$ cat src/rtl/apb_req_arbiter.sv
`timescale 1ns/1ps
// Purpose: round-robin arbiter that shares one APB master request port among NUM_REQ requesters.
// Latency: grant one edge after req_valid is seen in IDLE; resp_valid one edge after the PREADY access edge.
// Backpressure: one transfer in flight; other requesters hold req_valid until their req_grant pulse.
//
// Ports:
//   PCLK, PRESETn                  clock, synchronous active-low reset
//   req_valid/write/addr/wdata/
//   req_strb/prot                  flattened per-requester requests (requester i at slice i)
//   req_grant                      one-hot accept pulse, first ISSUE cycle only
//   resp_valid/rdata/err           one-hot completion pulse to the owner, captured PRDATA/PSLVERR
//   transfer, SWRITE..SPROT        request towards the APB master, fields stable from grant through RESP
//   PSEL, PENABLE, PREADY,
//   PSLVERR, PRDATA                observed APB bus phase signals
module apb_req_arbiter #(
  parameter int NUM_REQ    = 4,
  parameter int ADDR_WIDTH = 32,
  parameter int DATA_WIDTH = 32
) (
  input  logic                            PCLK,
  input  logic                            PRESETn,
  input  logic [NUM_REQ-1:0]              req_valid,
  input  logic [NUM_REQ-1:0]              req_write,
  input  logic [NUM_REQ*ADDR_WIDTH-1:0]   req_addr,
  input  logic [NUM_REQ*DATA_WIDTH-1:0]   req_wdata,
  input  logic [NUM_REQ*DATA_WIDTH/8-1:0] req_strb,
  input  logic [NUM_REQ*3-1:0]            req_prot,
  output logic [NUM_REQ-1:0]              req_grant,
  output logic [NUM_REQ-1:0]              resp_valid,
  output logic [DATA_WIDTH-1:0]           resp_rdata,
  output logic                            resp_err,
  output logic                            transfer,
  output logic                            SWRITE,
  output logic [ADDR_WIDTH-1:0]           SADDR,
  output logic [DATA_WIDTH-1:0]           SWDATA,
  output logic [DATA_WIDTH/8-1:0]         SSTRB,
  output logic [2:0]                      SPROT,
  input  logic                            PSEL,
  input  logic                            PENABLE,
  input  logic                            PREADY,
  input  logic                            PSLVERR,
  input  logic [DATA_WIDTH-1:0]           PRDATA
);

  localparam int IW = (NUM_REQ > 1) ? $clog2(NUM_REQ) : 1;
  localparam int SW = DATA_WIDTH / 8;

  typedef logic [IW-1:0] idx_t;

  typedef struct packed {
    logic                  write;
    logic [ADDR_WIDTH-1:0] addr;
    logic [DATA_WIDTH-1:0] wdata;
    logic [SW-1:0]         strb;
    logic [2:0]            prot;
  } hdr_t;

  typedef enum logic [1:0] {IDLE, ISSUE, WAIT, RESP} state_t;

  state_t state;
  hdr_t   cur;
  // last_grant doubles as the owner of the transfer in flight: it only moves on a grant.
  idx_t   last_grant;
  idx_t   win_idx;
  idx_t   cand;
  logic   win_found;
  hdr_t   req_a [NUM_REQ];

  for (genvar g = 0; g < NUM_REQ; g++) begin : g_unpack
    assign req_a[g] = {req_write[g],
                       req_addr[g*ADDR_WIDTH +: ADDR_WIDTH],
                       req_wdata[g*DATA_WIDTH +: DATA_WIDTH],
                       req_strb[g*SW +: SW],
                       req_prot[g*3 +: 3]};
  end

  // Round-robin pick: scan from the requester after last_grant, wrapping, first active wins.
  always_comb begin
    win_found = 1'b0;
    win_idx   = '0;
    cand      = '0;
    for (int k = 1; k <= NUM_REQ; k++) begin
      cand = idx_t'((int'(last_grant) + k) % NUM_REQ);
      if (!win_found && req_valid[cand]) begin
        win_found = 1'b1;
        win_idx   = cand;
      end
    end
  end

  function automatic logic [NUM_REQ-1:0] onehot(input idx_t i);
    return NUM_REQ'(1) << i;
  endfunction

  always_ff @(posedge PCLK) begin
    if (!PRESETn) begin
      state      <= IDLE;
      last_grant <= idx_t'(NUM_REQ - 1);
      cur        <= '0;
      req_grant  <= '0;
      resp_valid <= '0;
      resp_rdata <= '0;
      resp_err   <= 1'b0;
      transfer   <= 1'b0;
    end else begin
      // Both pulses are single-cycle; only the transitions below raise them.
      req_grant  <= '0;
      resp_valid <= '0;
      case (state)
        IDLE: begin
          if (win_found) begin
            cur        <= req_a[win_idx];
            req_grant  <= onehot(win_idx);
            last_grant <= win_idx;
            transfer   <= 1'b1;
            state      <= ISSUE;
          end
        end
        ISSUE: begin
          // Setup phase on the bus means the master has taken the request.
          if (PSEL && !PENABLE) begin
            transfer <= 1'b0;
            state    <= WAIT;
          end
        end
        WAIT: begin
          if (PSEL && PENABLE && PREADY) begin
            resp_rdata <= cur.write ? '0 : PRDATA;
            resp_err   <= PSLVERR;
            resp_valid <= onehot(last_grant);
            state      <= RESP;
          end
        end
        RESP: begin
          // No arbitration on this edge; the next grant needs a full IDLE edge.
          state <= IDLE;
        end
        default: state <= IDLE;
      endcase
    end
  end

  assign SWRITE = cur.write;
  assign SADDR  = cur.addr;
  assign SWDATA = cur.wdata;
  assign SSTRB  = cur.strb;
  assign SPROT  = cur.prot;

endmodule

$ cat config.mk
export PLATFORM = sky130hd
export DESIGN_NAME = apb_req_arbiter
export DESIGN_NICKNAME = d
export VERILOG_FILES = /design/src/rtl/apb_req_arbiter.sv
export SDC_FILE = /design/constraint.sdc
export NUM_CORES = 1
export LEC_CHECK = 0
export ABC_AREA = 0
export BUFFER_PORTS_ARGS = -buffer_cell sky130_fd_sc_hd__buf_2
export CAP_MARGIN = 20
export CORE_AREA = 10 10 162 164
export DETAILED_ROUTE_END_ITERATION = 8
export DIE_AREA = 0 0 172 174
export GPL_TIMING_DRIVEN = 0
export SYNTH_ARGS = -nofsm -noshare
export SYNTH_HDL_FRONTEND = slang
export SYNTH_SLANG_ARGS = --single-unit
$ cat constraint.sdc
create_clock -name PCLK -period 4.27 [get_ports PCLK]
set_input_delay 0.6405 -clock PCLK [delete_from_list [all_inputs] [get_ports PCLK]]
set_output_delay 0.6405 -clock PCLK [all_outputs]
set_load 0.05 [all_outputs]
# Word level (Yosys, flattened, before mapping)
# Index checks and enable logic that the tools add are counted.
[totals]
register_bits = 118
in_bits = 330
out_inout_bits = 114
word_cells = 75
[classes]
add_sub_neg = 4
order_cmp = 5
eq_ne = 6
n_shift = 2
mux = 27
n_bitwise = 1
n_reduce_logical = 18
[ops]
columns = ["cell", "count"]
rows = [
  ["$bmux W72 S2", 1],
  ["$mux W72", 2],
  ["$mux W32", 1],
  ["$mux W2", 7],
  ["$lt A2 B3 Y1 const B", 4],
  ["$reduce_and A3 Y1", 4],
  ["$mux W1", 10],
  ["$bmux W1 S2", 4],
  ["$pmux W2 S4", 1],
  ["$shl A1 B2 Y4 const A", 2],
  ["$logic_and A1 B1 Y1", 6],
  ["$ne A2 B2 Y1 const B", 3],
  ["$add A2 B1 Y2 const B", 2],
  ["$add A2 B2 Y2 const B", 2],
  ["$eq A2 B2 Y1 const B", 2],
  ["$logic_not A1 Y1", 4],
  ["$reduce_and A2 Y1", 2],
  ["$ge A3 B3 Y1 const B", 1],
  ["$not A2 Y3", 1],
  ["$eq A2 B1 Y1 const B", 1],
  ["$logic_not A2 Y1", 1],
  ["$pmux W1 S2", 1],
  ["$reduce_bool A2 Y1", 1],
]

# Longest topological paths before layout
# Gate-level depths: netlist (run 1).
[depth]
word_depth = 17
ltp_mapped = 8
mapped_depth_nobuf = 7

# Least setup slack after synthesis (run 1)
# OpenSTA, ideal clock, no wires.
[synth_timing]
path_kind = "input port to flip-flop"
start = "input port req_valid[3]"
end = "register cur (netlist bit SWDATA[24])"
setup_ns = 0.134
arrival_time_ns = 1.889
t_required_ns = 4.136
setup_slack_ns = 2.247
cell_stages = 8
n_path_buf = 3
cell_sequence = "nor2b_1 -> o21a_1 -> nor3_1 -> buf_4 -> buf_6 -> buf_8 -> mux2i_1 -> o211ai_1"
[synth_between]
elab_chain_len = 16
word_cells_on_any_way = 27
cone_classes = "mux: 19; bitwise: 1; reduce/logical: 7"
[synth_lines]
columns = ["item", "line_no", "text"]
rows = [
  ["from (decl)", "22", "input logic [NUM_REQ-1:0] req_valid,"],
  ["$bmux W1 S2", "84", "if (!win_found && req_valid[cand]) begin"],
  ["$mux W1 (implied by the code)", "84", ""],
  ["$mux W1", "84", ""],
  ["$logic_not A1 Y1", "84", ""],
  ["$logic_and A1 B1 Y1", "84", ""],
  ["$mux W1", "84", ""],
  ["$logic_not A1 Y1", "84", ""],
  ["$logic_and A1 B1 Y1", "84", ""],
  ["$mux W1", "84", ""],
  ["$logic_not A1 Y1", "84", ""],
  ["$logic_and A1 B1 Y1", "84", ""],
  ["$mux W2", "84", ""],
  ["$not A2 Y3 (implied by the code)", "112", "cur <= req_a[win_idx];"],
  ["$bmux W72 S2", "112", ""],
  ["$mux W72 (implied by the code) (2 in a row)", "112", ""],
  ["to (signal assigned)", "112", ""],
  ["to (decl)", "61", "hdr_t cur;"],
]
# Several ways; a longest one is shown, not always the timed one. The select of a mux whose other input is x is not followed.
# A chain may end at the register's enable or synchronous reset.

# Worst setup path in the final report (run 1)
[layout_timing]
start = "register last_grant[1]"
end = "register cur (netlist bit SADDR[4])"
[layout_between]
elab_chain_len = 17
word_cells_on_any_way = 31
cone_classes = "add/sub: 4; mux: 19; bitwise: 1; reduce/logical: 7"
[layout_lines]
columns = ["item", "line_no", "text"]
rows = [
  ["from (decl)", "63", "idx_t last_grant;"],
  ["from (signal assigned)", "98", "last_grant <= idx_t'(NUM_REQ - 1);"],
  ["from (signal assigned)", "114", "last_grant <= win_idx;"],
  ["$add A2 B1 Y2", "83", "cand = idx_t'((int'(last_grant) + k) % NUM_REQ);"],
  ["$bmux W1 S2", "84", ""],
  ["$mux W1 (implied by the code)", "84", ""],
  ["$mux W1", "84", ""],
  ["$logic_not A1 Y1", "84", ""],
  ["$logic_and A1 B1 Y1", "84", ""],
  ["$mux W1", "84", ""],
  ["$logic_not A1 Y1", "84", ""],
  ["$logic_and A1 B1 Y1", "84", ""],
  ["$mux W1", "84", ""],
  ["$logic_not A1 Y1", "84", ""],
  ["$logic_and A1 B1 Y1", "84", ""],
  ["$mux W2", "84", ""],
  ["$not A2 Y3 (implied by the code)", "112", ""],
  ["$bmux W72 S2", "112", ""],
  ["$mux W72 (implied by the code) (2 in a row)", "112", ""],
]
# Several ways; a longest one is shown, not always the timed one. The select of a mux whose other input is x is not followed.

==> results of run 1 <==
## power by group through the flow
stage | sequential, W | clock (W) | combinational (W)
after CTS | 0.00172 | 0.00148 | 0.00366
after detailed placement | 0.00174 | 0 | 0.00366
final | 0.00173 | 0.00145 | 0.00360
after floorplan | 0.00302 | 0 | 0.00123
after global placement | 0.00173 | 0 | 0.00364
after global routing | 0.00177 | 0.00153 | 0.00384
## layer usage
metal	track usage	routed length (microns)
met1	0.213	11800
met2	0.341	15200
met3	0.0689	2910
met4	0.0557	556
met5	0	34
## layout make-up
type / count / area (sq um) / share of cell area
tap: 290 / 363 / 0.0408
inverter: 6 / 22.5 / 0.00253
sequential: 118 / 2360 / 0.266
timing repair buffer: 443 / 2220 / 0.249
multi-input combinational: 407 / 3070 / 0.345
clock inverter: 15 / 153 / 0.0172
buffer: 56 / 279 / 0.0314
clock buffer: 17 / 425 / 0.0478
## stage by stage
| stage | hold slack (ns) | setup WS [ns] | instance area, sq um |
|---|---|---|---|
| final | 0.425 | 1.77 | 8890 |
| after global routing | 0.407 | 1.49 | 8890 |
| after CTS | 0.404 | 1.69 | 8890 |
| after detailed placement | 0.443 | 1.25 | 8320 |
| after global placement | 0.439 | 1.27 | 8320 |
| after floorplan | 0.453 | 2.25 | 5740 |
## flip-flops by register name (all words and copies together), names as in the netlist, 2 cells and up
signal / count
req_grant: 4
SADDR: 32
SPROT: 3
resp_rdata: 32
SSTRB: 4
SWDATA: 32
resp_valid: 4
last_grant: 2
state: 2
## path summary, 6_finish.rpt
check	startpoint	cells after the start	end
max	last_grant[1]	6	SADDR[4]
min	PRDATA[9]	2	resp_rdata[9]
max reg2reg	last_grant[1]	6	SADDR[4]
min reg2reg	SADDR[20]	2	SADDR[20]
## cell usage in the layout (no fill, tap or decap), types with 2 or more instances in the layout
cell type / instances
dfxtp_1: 118
clkbuf_16: 17
a21oi_1: 4
o211ai_1: 46
nand2_1: 51
a22o_1: 32
nor2_1: 13
a32oi_1: 33
a21o_1: 13
inv_6: 6
buf_6: 2
o21ai_0: 3
clkbuf_1: 36
o31ai_1: 12
nand2b_1: 3
o221ai_1: 28
mux2i_1: 100
nand3_1: 36
buf_4: 9
buf_2: 450
inv_8: 6
inv_1: 5
ha_1: 4
nor2b_1: 2
nand4_1: 14
nor3_1: 3
o21a_1: 2
## worst max-delay path, cell delays in order (launching register included)
cell and delay [ns]:
dfxtp_1 0.47, or3b_1 0.17, o311ai_2 0.15, nand4_1 0.22
buf_2 0.32, buf_1 0.75, o221ai_1 0.24
## logic make-up (layout without fill, tap and decap cells)
logic type / Yosys count / in the layout
muxes: 100 / 100
DFF: 118 / 118
adders and majority gates: 4 / 4
AOI/OAI and AO/OA: 177 / 177
and+or+nand+nor: 126 / 126
buffers and inverters: 62 / 537
==> metrics.txt, run 1 <==
Core Region=0.0231 sq mm; number of distinct library cells after synthesis=35; Setup Fix Bufs, Post-CTS=0; Vias/cell=4.92; worst-skew pair later-pin latency=0.42 ns; DRT Wirelength=30.5 mm; Max Root-Sink Buffers=2; fraction of synthesized area in multiplexers=0.175; Syn Std Cell Area=0.00574 sq mm; Yosys top cell by area=dfxtp_1; Layout area overhead=55.1%; antenna violations before repair=3; Flop pwr share=0.255; IO Port Bufs=443; Psw=0.00350 W; post-synthesis adder-cell area fraction=0.00873; drt initial violations=377; final core occ=0.385; Cell Int Power=0.00328 W; GRT overflow=0; first-pass GRT wire length=44.4 mm; Remaining DRCs=0; Pleak=4.45 nW; status=completed; Main synth FF type=dfxtp_1; Crit path required time=4.53 ns; routed length per instance=22.6 microns; syn_area_per_cell=9.77 sq um; RSZ-0062 raised after global routing=no; clk sink count=118; synth top area cells=dfxtp_1 (41%), mux2i_1 (17%), o211ai_1 (6.0%), a32oi_1 (5.0%), a22o_1 (4.9%); Synth Area in Compound Gates=0.251; Max-slew headroom=0.365; CP endpoint kind=flip-flop; YS warnings=0; main combinational cell family by area after synthesis=compound AO/OA/AOI/OAI gates; total power=0.00678 W; Worst IR Drop VDD=0.347 mV; Synth Instances=587; Die Wd=172 microns; Net Sw Frac=0.517; combinational share of power=0.531; Routed Antenna Nets=0; vias=6646; Worst-Margin Slew=0.953 ns; Inserted Clock Buffers=17; H-Tree Level Count=4; GP Congestion=0.930; final cell count without fillers=1352; crit path DAT=2.76 ns; TritonCTS clock tree=done; Starting Density=0.248; Clock Skews=0.00819 ns; EDFF count, synth=0; ratio of cells with drive above 1 in the final layout=0.470; total global-route track usage=0.194; nets=1383; Clock Tree Root=clkbuf_16; Seq/Total Area, Yosys=0.412; top-count cell post-synth=dfxtp_1; Final setup viols=0; Synth Area in XOR/XNOR=0; setup_tns=0 ns; Critical Path Fanout Max=10; Final period util=0.586; Cell Rows=56; Hold Path Class=input pin to flip-flop; number of fill cells=2429; dpl hpwl=24.8 mm; post-synthesis async set-or-reset flop share=0; Synth top area share=0.412; Simple-Gate Fraction of Synth Area=0.101; # IOs=444; cts repair resizes=0; Pre-Repair DR Iteration Count=5; height of the chip=174 microns; Clock transition at path regs=0.07 ns; pwr dens=762 mW/mm^2; CP Class=flip-flop to flip-flop; min Tclk post-route=2.50 ns; count of pins over their slew limit=0; max_cap viols=0; Yosys reg bits=118; Commonest cells post-synth=dfxtp_1 (118), mux2i_1 (100), nand2_1 (51); largest net degree at the start of global routing=17; Worst R2R Setup Slack=1.77 ns; maximum clock frequency=0.400 GHz; placed cells=1320; n_diodes=0; Clock Power Share=0.214; Final Hold Viols=0; CTS Hold Buffers Added=0; Worst Setup Start Kind=flip-flop; Die ar.=0.0299 sq mm; vias in the first global route=7303; syn_nets=921
(Power assumes the default switching activity.)
==> inputs of run 2 (changes only) <==
Settings changed: ABC_AREA 0 to 1, CORE_AREA 10 10 162 164 to 10 10 165 167, DIE_AREA 0 0 172 174 to 0 0 175 177.
Clock period 4.27 ns to 2.2 ns, I/O delays scaled along.
==> run 2 against run 1 <==
Area after synthesis is 30% higher. Count of clock-buffer cells in the layout did not move. Total power rose to 2.9 times the previous value. Clock power grew 110%. Sequential share of layout area fell by 5.6 points. Final cell count increased by 53%. Maximum frequency rose by 20%. Sequential cell count did not move. Critical path depth grew 9. Register-to-register slack worse by 1.7 ns. Synthesized cell count increased by 110%. Clock skew rose by 0.0033 ns. Highest routed layer unchanged.
==> metrics.txt, run 2 <==
Syn Std Cell Area=0.00746 sq mm (+30%); dpl hpwl=32.7 mm (+32%); Crit. Startpoint=last_grant[0]; placed cells=2011 (+52%); Core Region=0.0240 sq mm (+3.6%); worst-skew pair later-pin latency=0.42 ns (about the same); height of the chip=177 microns (+1.7%); Pre-Repair DR Iteration Count=7 (+2); Crit path required time=2.52 ns (-2.01 ns); Crit Reg-Reg Startpoint=last_grant[0]; status=completed; CP endpoint kind=flip-flop; Yosys reg bits=118 (unchanged); syn_area_per_cell=6.00 sq um (-39%); min Tclk post-route=2.09 ns (-0.414 ns); # IOs=444 (unchanged); Cell Rows=57 (+1.8%); synth top area cells=dfxtp_1 (32%), nand2_1 (24%), nand3_1 (14%), nand4_1 (9.9%), inv_1 (7.2%); most frequent cells in the layout=buf_2 (468), nand2_1 (456), nand3_1 (205); TritonCTS clock tree=done; CP Class=flip-flop to flip-flop; number of distinct library cells after synthesis=23 (-34%); H-Tree Level Count=4 (unchanged); top-count cell post-synth=nand2_1; syn_nets=1578 (+71%); EDFF count, synth=0 (unchanged); R2R depth=15 (+9); antenna violations before repair=12 (+9); Layout area overhead=51.3%; Synth Instances=1244 (+110%); crit-path max cell delay=0.32 ns (-0.43 ns); GRT overflow=0 (unchanged); count of pins over their slew limit=0 (unchanged); drt initial violations=767 (+100%); post-synthesis async set-or-reset flop share=0 (unchanged); Clock Skews=0.0115 ns (+0.00330 ns); setup_tns=0 ns (unchanged); DRT Wirelength=40.5 mm (+33%); vias in the first global route=9912 (+36%); max_cap viols=0 (unchanged); CP endpoint=SADDR[4]; Die ar.=0.0310 sq mm (+3.5%); Final setup viols=0 (unchanged); total global-route track usage=0.242 (+0.0485); final core occ=0.471 (+0.0864); Max Root-Sink Buffers=2 (unchanged); cell mode on critical path=nand2_2; largest net degree at the start of global routing=17 (unchanged); hold_ws=0.149 ns (-0.276 ns); final worst setup slack=0.112 ns (-1.66 ns); vias=10219 (+54%); clk sink count=118 (unchanged); nets=2052 (+48%); Seq/Total Area, Yosys=0.317 (-0.0953); Max-slew headroom=0.684 (+0.319); Worst-Margin Slew=0.474 ns (-0.479 ns); Inserted Clock Buffers=17 (unchanged); Final period util=0.949 (+0.363); Main synth FF type=dfxtp_1; leading cell type in the layout, fill and taps excluded=buf_2; pwr dens=1720 mW/mm^2 (+130%); WP buf/inv=5 (+3); Remaining DRCs=0 (unchanged); ratio of cells with drive above 1 in the final layout=0.359 (-0.111); Critical-path top delay cell=dfxtp_2; number of fill cells=2610 (+7.5%); Clock Tree Root=clkbuf_16; Pleak=6.56 nW (+47%); Worst IR Drop VDD=0.656 mV (+89%); Synth top area share=0.317 (-0.0953); YS warnings=0 (unchanged); Commonest cells post-synth=nand2_1 (475), nand3_1 (214), inv_1 (144); worst reg2reg endpoint=SADDR[4]; maximum clock frequency=0.479 GHz (+20%); IO Port Bufs=443 (unchanged); CP Depth=15 (+9); Final Hold Viols=0 (unchanged); final cell count without fillers=2062 (+53%); Vias/cell=4.96 (+0.82%); CP Cell Sequence=buf_6, buf_4, nand2_2, nand2_2, nand2_2, nand2_2, nor2_4, nand2_1, a21oi_4, buf_12, buf_6, buf_4, nand3_1, nand3_1, nand2_1; Top Family by Delay on Critical Path=simple AND/OR/NAND/NOR gates; Setup WS pre-CTS=-0.311 ns (-1.56 ns); routed length per instance=19.6 microns (-13%); Clock transition at path regs=0.06 ns (about the same); Hold Path Class=input pin to flip-flop; Starting Density=0.311 (+0.0634); Yosys top cell by area=dfxtp_1; GP Congestion=0.958 (+3.0%); Die Wd=175 microns (+1.7%); Critical Path Fanout Max=10 (unchanged); first-pass GRT wire length=58.5 mm (+32%); Routed Antenna Nets=0 (unchanged); Worst R2R Setup Slack=0.11 ns (-1.66 ns); crit path DAT=2.41 ns (-0.35 ns); Worst Setup Start Kind=flip-flop
-- run 2: cell count changes after synthesis, moves of 28 or more --
cell,change
nand2_1,+424
inv_1,+139
nand3_1,+178
o21ai_0,+32
a22o_1,-32
o221ai_1,-28
mux2i_1,-100
buf_2,+55
nand4_1,+104
o211ai_1,-46
a32oi_1,-33
-- run 2: repair_timing --
item | CTS | global route
hold buffers | 0 | 0
gates cloned | 0 | 4
setup endpoints to repair | 71 | 78
buffers inserted | 3 | 5
gates resized for setup | 38 | 97
pin swaps | 1 | 9
-- run 2: worst min path at each step --
stage | from | to | depth (start not counted)
6_report | PSLVERR | resp_err | 3
5_1_grt | PRDATA[5] | resp_rdata[5] | 3
4_1_cts | PSLVERR | resp_err | 3
3_5_place_dp | SWDATA[11] | SWDATA[11] | 2
3_3_place_gp | SWDATA[26] | SWDATA[26] | 2
2_1_floorplan | state[1] | state[1] | 2
-- run 2: layout make-up --
| type | count | area [sq um] | share of cell area |
|---|---|---|---|
| clock buffer | 17 | 425 | 0.0377 |
| clock inverter | 15 | 201 | 0.0178 |
| timing repair buffer | 455 | 2400 | 0.212 |
| antenna | 7 | 17.5 | 0.00155 |
| tap | 324 | 405 | 0.0359 |
| buffer | 99 | 763 | 0.0676 |
| multi-input combinational | 878 | 4140 | 0.367 |
| sequential | 118 | 2370 | 0.210 |
| inverter | 149 | 572 | 0.0507 |
-- run 2: power breakdown --
group	switching, W	internal, W
sequential	0.000270	0.00268
combinational	0.00875	0.00463
clock	0.00121	0.00183
total	0.0102	0.00914
-- run 2: stage by stage --
| step | total power, W | cell area [sq um] |
|---|---|---|
| final | 0.0194 | 11300 |
| after global routing | 0.0208 | 11300 |
| after CTS | 0.0182 | 10800 |
| after detailed placement | 0.0147 | 10100 |
| after global placement | 0.0146 | 10100 |
| after floorplan | 0.0111 | 7460 |
-- run 2: kinds of logic (layout without fill, tap and decap cells) --
kind of cell / after synthesis / after routing / synth area share
other: 0 / 7 / 0
adders and majority gates: 4 / 4 / 0.00671
buffers and inverters: 248 / 735 / 0.147
AOI/OAI and AO/OA: 44 / 44 / 0.0310
and+or+nand+nor: 830 / 830 / 0.499
DFF: 118 / 118 / 0.317
-- run 2: worst min-delay path, stage by stage --
cell	delay (ns)
buf_2	0.07
nor2_1	0.03
nor2_1	0.09
-- run 2: per-layer routing --
metal / wire [microns] / track usage / part of all wire
met1: 16500 / 0.294 / 0.41
met3: 3620 / 0.0755 / 0.089
met4: 896 / 0.0756 / 0.022
met5: 69 / 0 / 0.0017
met2: 19300 / 0.403 / 0.48
==> inputs of run 3 (changes only) <==
--- a/config.mk
+++ b/config.mk
@@ -9,7 +9,7 @@
 export BUFFER_PORTS_ARGS = -buffer_cell sky130_fd_sc_hd__buf_2
 export CAP_MARGIN = 20
-export CORE_AREA = 10 10 165 167
+export CORE_MARGIN = 10
+export CORE_UTILIZATION = 30
 export DETAILED_ROUTE_END_ITERATION = 8
-export DIE_AREA = 0 0 175 177
 export GPL_TIMING_DRIVEN = 0
 export SYNTH_ARGS = -nofsm -noshare
==> constraint.sdc (replaced) <==
create_clock -name PCLK -period 2.2 [get_ports PCLK]
set_input_delay 0.33 -clock PCLK [delete_from_list [all_inputs] [get_ports PCLK]]
set_output_delay 0.33 -clock PCLK [all_outputs]
set_load 0.02 [all_outputs]
==> run 3 against run 2 <==
Routed wire length decreased by 0.23%. Largest cell class unchanged. Clock skew increased by 0.0038 ns. Global-route usage fell by 0.11 points. Non-clock buffer count decreased by 6. Via count decreased by 0.68%. Die area is 2.0% higher. Maximum frequency up 0.17%. Register-to-register slack barely moved. Setup slack better by 0.0035 ns. Worst hold slack got worse by 0.016 ns. Total power decreased by 9.2%. Sequential share of layout area up 0.39 points.
==> metrics.txt, run 3 (same netlist as run 2, synthesis figures left out) <==
GP Congestion=0.966 (+0.87%); Core Region=0.0244 sq mm (+1.8%); Critical-path top delay cell=dfxtp_1; Layout area overhead=48.3%; Clock transition at path regs=0.06 ns (about the same); Cell Rows=57 (unchanged); hold_ws=0.133 ns (-0.0164 ns); Pre-Repair DR Iteration Count=5 (-2); Cell Int Power=0.00855 W (-6.4%); Starting Density=0.306 (-0.00546); Flop pwr share=0.167 (+0.015); Clock Power Share=0.158 (about the same); final instance area=0.0111 sq mm (-2.0%); CTS Hold Buffers Added=0 (unchanged); Max-slew headroom=0.705 (+0.0210); Worst Setup Start Kind=flip-flop; Worst IR Drop VDD=0.527 mV (-20%); TritonCTS clock tree=done; pwr dens=1590 mW/mm^2 (-7.4%); largest net degree at the start of global routing=17 (unchanged); CP endpoint kind=flip-flop; drt initial violations=685 (-11%); CP Cell Sequence=buf_6, inv_4, nand2_2, nand2_1, nand2_2, nand2_2, inv_1, nand2_1, nand2_2, nand3_4, buf_12, buf_4, nand2_1, nand3_2, nand3_1, nand2_1; Critical Path Fanout Max=10 (unchanged); Vias/cell=4.94 (-0.25%); Max Root-Sink Buffers=2 (unchanged); GRT overflow=0 (unchanged); H-Tree Level Count=4 (unchanged); Routed Antenna Nets=0 (unchanged); vias=10149 (-0.68%); leading cell type in the layout, fill and taps excluded=nand2_1; Net Sw Frac=0.514 (-0.0144); combinational share of power=0.675 (-0.016); dpl hpwl=32.7 mm (+0.20%); max_cap viols=0 (unchanged); crit path DAT=2.40 ns (about the same); routed length per instance=19.7 microns (+0.20%); Die Wd=178 microns (+1.6%); antenna violations before repair=6 (-6); status=completed; Pleak=6.47 nW (-1.3%); clk sink count=118 (unchanged); Crit path required time=2.52 ns (about the same); nets=2046 (-0.29%); Die ar.=0.0316 sq mm (+2.0%); total power=0.0176 W (-9.2%); Clock Skews=0.0153 ns (+0.00379 ns); RSZ-0062 raised after global routing=yes; height of the chip=178 microns (+0.40%); Final setup viols=0 (unchanged); Final period util=0.948 (-0.00161); Placed Instance Area=0.0101 sq mm (unchanged); crit-path max cell delay=0.32 ns (about the same); Final Hold Viols=0 (unchanged); most frequent cells in the layout=nand2_1 (469), buf_2 (464), nand3_1 (204); CP Class=flip-flop to flip-flop; count of pins over their slew limit=0 (unchanged); # IOs=444 (unchanged); Worst-Margin Slew=0.442 ns (-0.0316 ns); ratio of cells with drive above 1 in the final layout=0.348 (-0.0109); Psw=0.00904 W (-12%); maximum clock frequency=0.480 GHz (+0.17%); vias in the first global route=10151 (+2.4%); IO Port Bufs=443 (unchanged); Remaining DRCs=0 (unchanged); first-pass GRT wire length=59.0 mm (+0.93%); worst-skew pair later-pin latency=0.43 ns (about the same); total global-route track usage=0.241 (-0.00110); Clock Tree Root=clkbuf_16; DRT Wirelength=40.4 mm (-0.23%); min Tclk post-route=2.08 ns (-0.00354 ns); Hold Path Class=input pin to flip-flop; Inserted Clock Buffers=17 (unchanged)
[run 3: worst max-delay path, delay by kind of cell, from the launching register on]
kind,cells,cell delay [ns]
buf+inv,5,0.67
flops,1,0.32
simple gates,11,0.99
[run 3: layout make-up]
type	count	area (sq um)
antenna	4	10.0
buffer	99	763
clock buffer	18	429
clock inverter	14	140
fill	2691	13300
inverter	149	567
multi-input combinational	878	4100
sequential	118	2360
tap	324	405
timing repair buffer	449	2290
[run 3: final timing paths]
kind                               startpoint   endpoint  slack [ns]  cells past startpoint
worst min-delay path                  PSLVERR   resp_err        0.13                      3
worst min register to register      SADDR[31]  SADDR[31]        0.45                      2
worst max register to register  last_grant[0]     SWRITE        0.12                     16
worst max-delay path            last_grant[0]     SWRITE        0.12                     16
[run 3: power groups by stage]
stage / logic (W) / registers [W] / clock network (W)
floorplan: 0.00664 / 0.00349 / 0
global placement: 0.0107 / 0.00295 / 0
detailed placement: 0.0107 / 0.00297 / 0
CTS: 0.0109 / 0.00293 / 0.00283
global route: 0.0131 / 0.00298 / 0.00293
finish: 0.0119 / 0.00294 / 0.00278
[run 3: timing repair]
item                       CTS  global route
gates cloned                 0             1
setup endpoints to repair   70            76
setup buffers                2             3
pin swaps                    1             3
gates resized for setup     16           112
[run 3: per-layer routing]
metal  track usage  part of all wire  vias to the layer above  wire length, microns
met4        0.0570             0.017                        2                   681
met1         0.288              0.40                     4689                 16000
met2         0.419              0.50                      447                 20000
met5             0           0.00030                        -                    12
li1              -                 -                     4962                     -
met3        0.0684             0.089                       49                  3590
[run 3: stage by stage]
stage	utilization	setup TNS, ns	std cells	worst slack [ns]
global placement	0.413	-7.53	2011	-0.198
finish	0.454	0	2053	0.115
floorplan	-	0	1244	0.453
CTS	0.439	0	2045	0.00225
global route	0.454	-0.161	2053	-0.0387
detailed placement	0.413	-9.82	2011	-0.216
